File: src/rtl/fifo_pkg.sv
`default_nettype none
// ============================================================================
//  Module      : fifo_pkg
//  Description : Shared constants and Gray/binary conversion helpers for the
//                dual-clock FIFO pointer logic.
//  Revision    : 1.0  initial release
// ============================================================================
package fifo_pkg;

  localparam int DEFAULT_ADDRESS_SIZE = 4;
  localparam int DEPTH                = 2 ** DEFAULT_ADDRESS_SIZE;

  // Helpers operate on a 32-bit carrier; callers zero-extend their pointer,
  // pass its real width, and truncate the result back.
  function automatic logic [31:0] bin2gray(input logic [31:0] b, input int unsigned width);
    logic [31:0] v;
    v = '0;
    for (int i = 0; i < 32; i++) begin
      if (i < int'(width)) v[i] = b[i];
    end
    return (v >> 1) ^ v;
  endfunction

  function automatic logic [31:0] gray2bin(input logic [31:0] g, input int unsigned width);
    logic [31:0] b;
    logic        acc;
    b   = '0;
    acc = 1'b0;
    for (int i = 31; i >= 0; i--) begin
      if (i < int'(width)) begin
        acc  = acc ^ g[i];
        b[i] = acc;
      end
    end
    return b;
  endfunction

endpackage
`default_nettype wire

File: src/rtl/sync_read2write.sv
`default_nettype none
// ============================================================================
//  Module      : sync_read2write
//  Description : Two-flop synchronizer bringing the read-domain Gray pointer
//                into the write clock domain. No logic between stages.
//  Revision    : 1.0  initial release
// ============================================================================
module sync_read2write #(
  parameter int WIDTH = 5
) (
  input  logic             wclk,
  input  logic             wrst,
  input  logic [WIDTH-1:0] read_ptr,
  output logic [WIDTH-1:0] wq2_rptr
);

  logic [WIDTH-1:0] r_sync1;
  logic [WIDTH-1:0] r_sync2;

  // Two back-to-back capture stages; only one Gray bit moves per step.
  always_ff @(posedge wclk or posedge wrst) begin
    if (wrst) begin
      r_sync1 <= '0;
      r_sync2 <= '0;
    end else begin
      r_sync1 <= read_ptr;
      r_sync2 <= r_sync1;
    end
  end

  assign wq2_rptr = r_sync2;

endmodule
`default_nettype wire

File: src/rtl/write_ptr_full.sv
`default_nettype none
// ============================================================================
//  Module      : write_ptr_full
//  Description : Write-domain pointer pair, full / almost-full / level status
//                and sticky overflow for the dual-clock FIFO.
//  Revision    : 1.0  initial release
// ============================================================================
module write_ptr_full
  import fifo_pkg::*;
#(
  parameter int ADDRESS_SIZE = DEFAULT_ADDRESS_SIZE,
  parameter int AF_MARGIN    = 2
) (
  input  logic                    wclk,
  input  logic                    wrst,
  input  logic                    winc,
  input  logic [ADDRESS_SIZE:0]   read_ptr,
  output logic [ADDRESS_SIZE:0]   write_ptr,
  output logic [ADDRESS_SIZE-1:0] write_addr,
  output logic                    wen,
  output logic                    wfull,
  output logic                    walmost_full,
  output logic [ADDRESS_SIZE:0]   wlevel,
  output logic                    woverflow
);

  localparam int c_PW        = ADDRESS_SIZE + 1;
  localparam int c_DEPTH     = 2 ** ADDRESS_SIZE;
  localparam int c_AF_THRESH = c_DEPTH - AF_MARGIN;

  logic [c_PW-1:0] r_bin;
  logic [c_PW-1:0] r_gray;
  logic            r_full;
  logic            r_afull;
  logic [c_PW-1:0] r_level;
  logic            r_ovf;

  logic [c_PW-1:0] w_wq2_rptr;
  logic [c_PW-1:0] w_rbin_s;
  logic            w_accept;
  logic [c_PW-1:0] w_bin_next;
  logic [c_PW-1:0] w_gray_next;
  logic [c_PW-1:0] w_full_pattern;
  logic            w_full_next;
  logic [c_PW-1:0] w_level_next;
  logic            w_afull_next;

  sync_read2write #(
    .WIDTH (c_PW)
  ) u_sync (
    .wclk     (wclk),
    .wrst     (wrst),
    .read_ptr (read_ptr),
    .wq2_rptr (w_wq2_rptr)
  );

  // Next-pointer, full-compare and level arithmetic, all modulo 2*depth.
  always_comb begin
    w_accept       = winc & ~r_full;
    w_bin_next     = r_bin + c_PW'(w_accept);
    w_gray_next    = c_PW'(bin2gray(32'(w_bin_next), c_PW));
    w_rbin_s       = c_PW'(gray2bin(32'(w_wq2_rptr), c_PW));
    // Full when the write pointer has lapped the read pointer exactly once:
    // top two Gray bits inverted, the rest equal.
    w_full_pattern = {~w_wq2_rptr[c_PW-1:c_PW-2], w_wq2_rptr[c_PW-3:0]};
    w_full_next    = (w_gray_next == w_full_pattern);
    w_level_next   = w_bin_next - w_rbin_s;
    w_afull_next   = (w_level_next >= c_PW'(c_AF_THRESH));
  end

  // Pointer, status and sticky overflow registers.
  always_ff @(posedge wclk or posedge wrst) begin
    if (wrst) begin
      r_bin   <= '0;
      r_gray  <= '0;
      r_full  <= 1'b0;
      r_afull <= 1'b0;
      r_level <= '0;
      r_ovf   <= 1'b0;
    end else begin
      r_bin   <= w_bin_next;
      r_gray  <= w_gray_next;
      r_full  <= w_full_next;
      r_afull <= w_afull_next;
      r_level <= w_level_next;
      r_ovf   <= r_ovf | (winc & r_full);
    end
  end

  // The RAM enable is also held off while reset is asserted so no write
  // reaches the array during reset; pointer flops ignore it while in reset.
  assign wen          = winc & ~r_full & ~wrst;
  assign write_ptr    = r_gray;
  assign write_addr   = r_bin[ADDRESS_SIZE-1:0];
  assign wfull        = r_full;
  assign walmost_full = r_afull;
  assign wlevel       = r_level;
  assign woverflow    = r_ovf;

endmodule
`default_nettype wire

File: config.mk
export PLATFORM = sky130hd
export DESIGN_NAME = write_ptr_full
export DESIGN_NICKNAME = d
export VERILOG_FILES = /design/src/rtl/fifo_pkg.sv /design/src/rtl/sync_read2write.sv /design/src/rtl/write_ptr_full.sv
export SDC_FILE = /design/constraint.sdc
export NUM_CORES = 1
export LEC_CHECK = 0
export CAP_MARGIN = 20
export CORE_AREA = 2 2 54 56
export DETAILED_ROUTE_END_ITERATION = 10
export DIE_AREA = 0 0 56 58
export PLACE_DENSITY = 0.86
export SETUP_SLACK_MARGIN = 0.02
export SYNTH_ARGS = -nofsm -noshare
export SYNTH_HDL_FRONTEND = slang
export SYNTH_SLANG_ARGS = --single-unit
File: constraint.sdc
create_clock -name wclk -period 3.3 [get_ports wclk]
set_input_delay 0.99 -clock wclk [delete_from_list [all_inputs] [get_ports wclk]]
set_output_delay 0.99 -clock wclk [all_outputs]
set_load 0.1 [all_outputs]
==> summary.txt <==
Outcome
  • Status: finished, final reports clean

Layout
  • Layout cells sized above 1: 0.295
  • ANT cells: 0
  • Post-Layout Inst Area: between 1500 and 2000 um2
  • Synthesis-to-finish area growth: 26.8%
  • Nets@finish: between 100 and 150

Floorplanning
  • Die width: about 56 um
  • Die H: 58 um
  • Initial Util: 0.468
  • Core ar.: ~2700 um2
  • DIE AREA: roughly 3200 um2
  • IO Count: 26
  • Core Rows: 19

STA
  • Min Tclk post-route: ~3000 ps
  • Measured slew at the worst slew-check pin: around 370 ps
  • Worst-case hold slack: roughly 360 ps
  • Final worst setup slack: 248 ps
  • Final Hold Fails: 0
  • Fin crit share: 0.925
  • Slew HR: 0.755
  • RSZ-0062 raised after global routing: no
  • Final setup fails: 0
  • Worst Clk Skew: 6.50 ps
  • Slew Limit Fails: 0
  • Maximum clock rate: 328 MHz

Routing
  • Avg WL per Cell: roughly 12 um
  • Vias per std cell: 4.81
  • Iter 0 DRT Violations: 2
  • Residual DRC count: 0
  • DR vias: 770
  • ANT nets after route: 0
  • Pre-antenna DRT Iters: 4
  • Final WL: about 1900 um

Critical path
  • Slowest cell on crit path: clkdlybuf4s50_1
  • R2R setup slack: 630 ps
  • Required @ worst endpoint: 3510 ps
  • CP Launch Type: input port
  • R2R cell count: 10
  • Critical path class: input port to flop
  • Crit. End Element: flop
  • Reg2reg start: u_sync.wq2_rptr[4]
  • CP cell instances: clkdlybuf4s50_1, nor2b_1, ha_1, xnor2_2, inv_1, ha_1, nor2b_1, o21ai_0, nor3b_1, o311ai_1
  • Worst R2R End: walmost_full
  • CP max stage delay: 470 ps
  • Worst EP arrival: 3260 ps
  • CP Max Fanout: 3

Place
  • PortBufs: 25
  • Post-DP Area: about 1500 um2
  • Detail Placement HPWL: between 1500 and 2000 um
  • GPL Wtd Cong: ~0.8
  • Pre-CTS setup slack: -121 ps

Hold path
  • Hold_sp: u_sync.r_sync1[4]
  • HP Class: flop to flop
  • Min-Delay Endpoint: u_sync.wq2_rptr[4]
  • Hold depth: 0

Clock network
  • Num Clock Sinks: 27
  • CTS tree: done
  • CTS clock-pin slew for the worst setup and hold paths: about 140 ps
  • H-Tree Depth: 1
  • Root buffer cell: clkbuf_4
  • CTS Hold Buffers Added: 0
  • Clk buf depth: 2
  • Cts bufs inserted: 3
  • Clk_lat worst skew: around 330 ps

GRT
  • Gr usage total: 0.133
  • Vias in the first global route: around 780
  • Congestion Overflow GR: 0
  • Initial antenna violation count: 0
  • First-pass GRT wire length: between 3000 and 4000 um
  • Largest net degree at the start of global routing: 28

Logic synthesis
  • Post-Syn Area per Cell: around 13 um2
  • Syn Inst Count: 93
  • Yosys reg bits: 27
  • Post-Syn Nets: between 100 and 150
  • Synth warn: 0
  • Post-Syn Area: 1250 um2
  • Distinct cells, synth: 32
  • Sequential share of the synthesized area: 0.542

Run
  • Max-cap check violation count: 0
[routing by layer]
layer / vias up / GRT usage / part of all wire
met4: 0 / 0.0612 / 0.017
met3: 3 / 0.0201 / 0.052
met1: 369 / 0.158 / 0.41
met5: - / 0 / 0
li1: 375 / - / -
met2: 23 / 0.240 / 0.52
[per-stage QoR]
stage | TNS, ps | utilization | cells
final | 0 | 0.594 | 160
after global routing | 0 | 0.594 | 160
after CTS | 0 | 0.591 | 160
after detailed placement | -161 | 0.580 | 156
after global placement | -80.6 | 0.580 | 156
after floorplan | 0 | - | 93
[synth_stat cells]
library cell  number  area [um2]
a21boi_0           2        15.0
a21o_1             1        7.51
a21oi_1            1        5.00
a2bb2oi_1          1        8.76
a311oi_2           1        15.0
and2_1             1        6.26
and2b_1            1        7.51
and4b_1            1        10.0
buf_6              1        11.3
buf_8              1        15.0
dfrtp_1           27         676
fa_1               1        20.0
ha_1               6        75.1
inv_1              9        33.8
nand2_1            3        11.3
nand2b_1           1        6.26
nand3_1            1        5.00
nand4_1            1        6.26
nor2_1             1        3.75
nor2b_1            3        18.8
nor3b_1            1        7.51
nor4_2             1        12.5
o211ai_1           1        7.51
o21ai_0            2        10.0
o311ai_1           1        8.76
or2b_1             1        7.51
or3_1              1        6.26
xnor2_1           12         105
xnor2_2            2        32.5
xnor3_1            1        22.5
xor2_1             5        43.8
xor3_2             1        25.0
[worst max-delay path by stage]
| stage | start | endpoint | slack [ps] | cells past startpoint |
|---|---|---|---|---|
| floorplan | wrst | wen | 120 | 2 |
| global placement | winc | walmost_full | -70 | 10 |
| detailed placement | winc | walmost_full | -120 | 10 |
| CTS | winc | walmost_full | 230 | 10 |
| global route | winc | walmost_full | 50 | 10 |
| finish | winc | walmost_full | 250 | 10 |
[layout make-up]
| type | count | area, um2 |
|---|---|---|
| clock buffers | 3 | 22.5 |
| clock inverters | 1 | 5.00 |
| fillers | 225 | 1080 |
| inverters | 9 | 33.8 |
| multi-input cells | 55 | 519 |
| flip-flops and latches | 27 | 676 |
| well taps | 31 | 38.8 |
| repair buffers | 34 | 285 |
[registers in the layout (all words and copies together) (netlist names)]
register,cells
u_sync.r_sync1,5
wlevel,5
woverflow,1
walmost_full,1
write_ptr,4
u_sync.wq2_rptr,5
wfull,1
r_bin,5
[what timing repair did]
action / CTS / global route
setup buffers: 0 / 0
resized for setup: 0 / 1
endpoints found under the setup margin: 0 / 1
[cell families after synthesis]
family / Yosys count / share of synthesized area
compound gates: 10 / 0.0622
buf+inv: 11 / 0.0482
flops: 27 / 0.542
simple gates: 17 / 0.0874
xor+xnor: 21 / 0.184
fa+ha+maj: 7 / 0.0763
[critical path: cells and delay by family]
| family | cells | cell delay [ps] |
|---|---|---|
| AND/OR/NAND/NOR | 3 | 620 |
| AO/OA/AOI/OAI | 2 | 340 |
| buffers and inverters | 2 | 570 |
| adder cells (fa/ha/maj) | 2 | 560 |
| XOR/XNOR | 1 | 170 |
[placed cells by master (no fill, tap or decap), types with 2 or more instances in the layout]
| cell | instances |
|---|---|
| buf_4 | 26 |
| xnor2_2 | 3 |
| xor2_1 | 5 |
| nand2_1 | 3 |
| inv_1 | 9 |
| xnor2_1 | 11 |
| o21ai_0 | 2 |
| dfrtp_1 | 27 |
| clkbuf_4 | 3 |
| a21boi_0 | 2 |
| nor2b_1 | 3 |
| ha_1 | 6 |
| clkdlybuf4s50_1 | 7 |
Power is not shown: default switching activity piles up to over one toggle a cycle in this logic, so the estimate is an artifact.
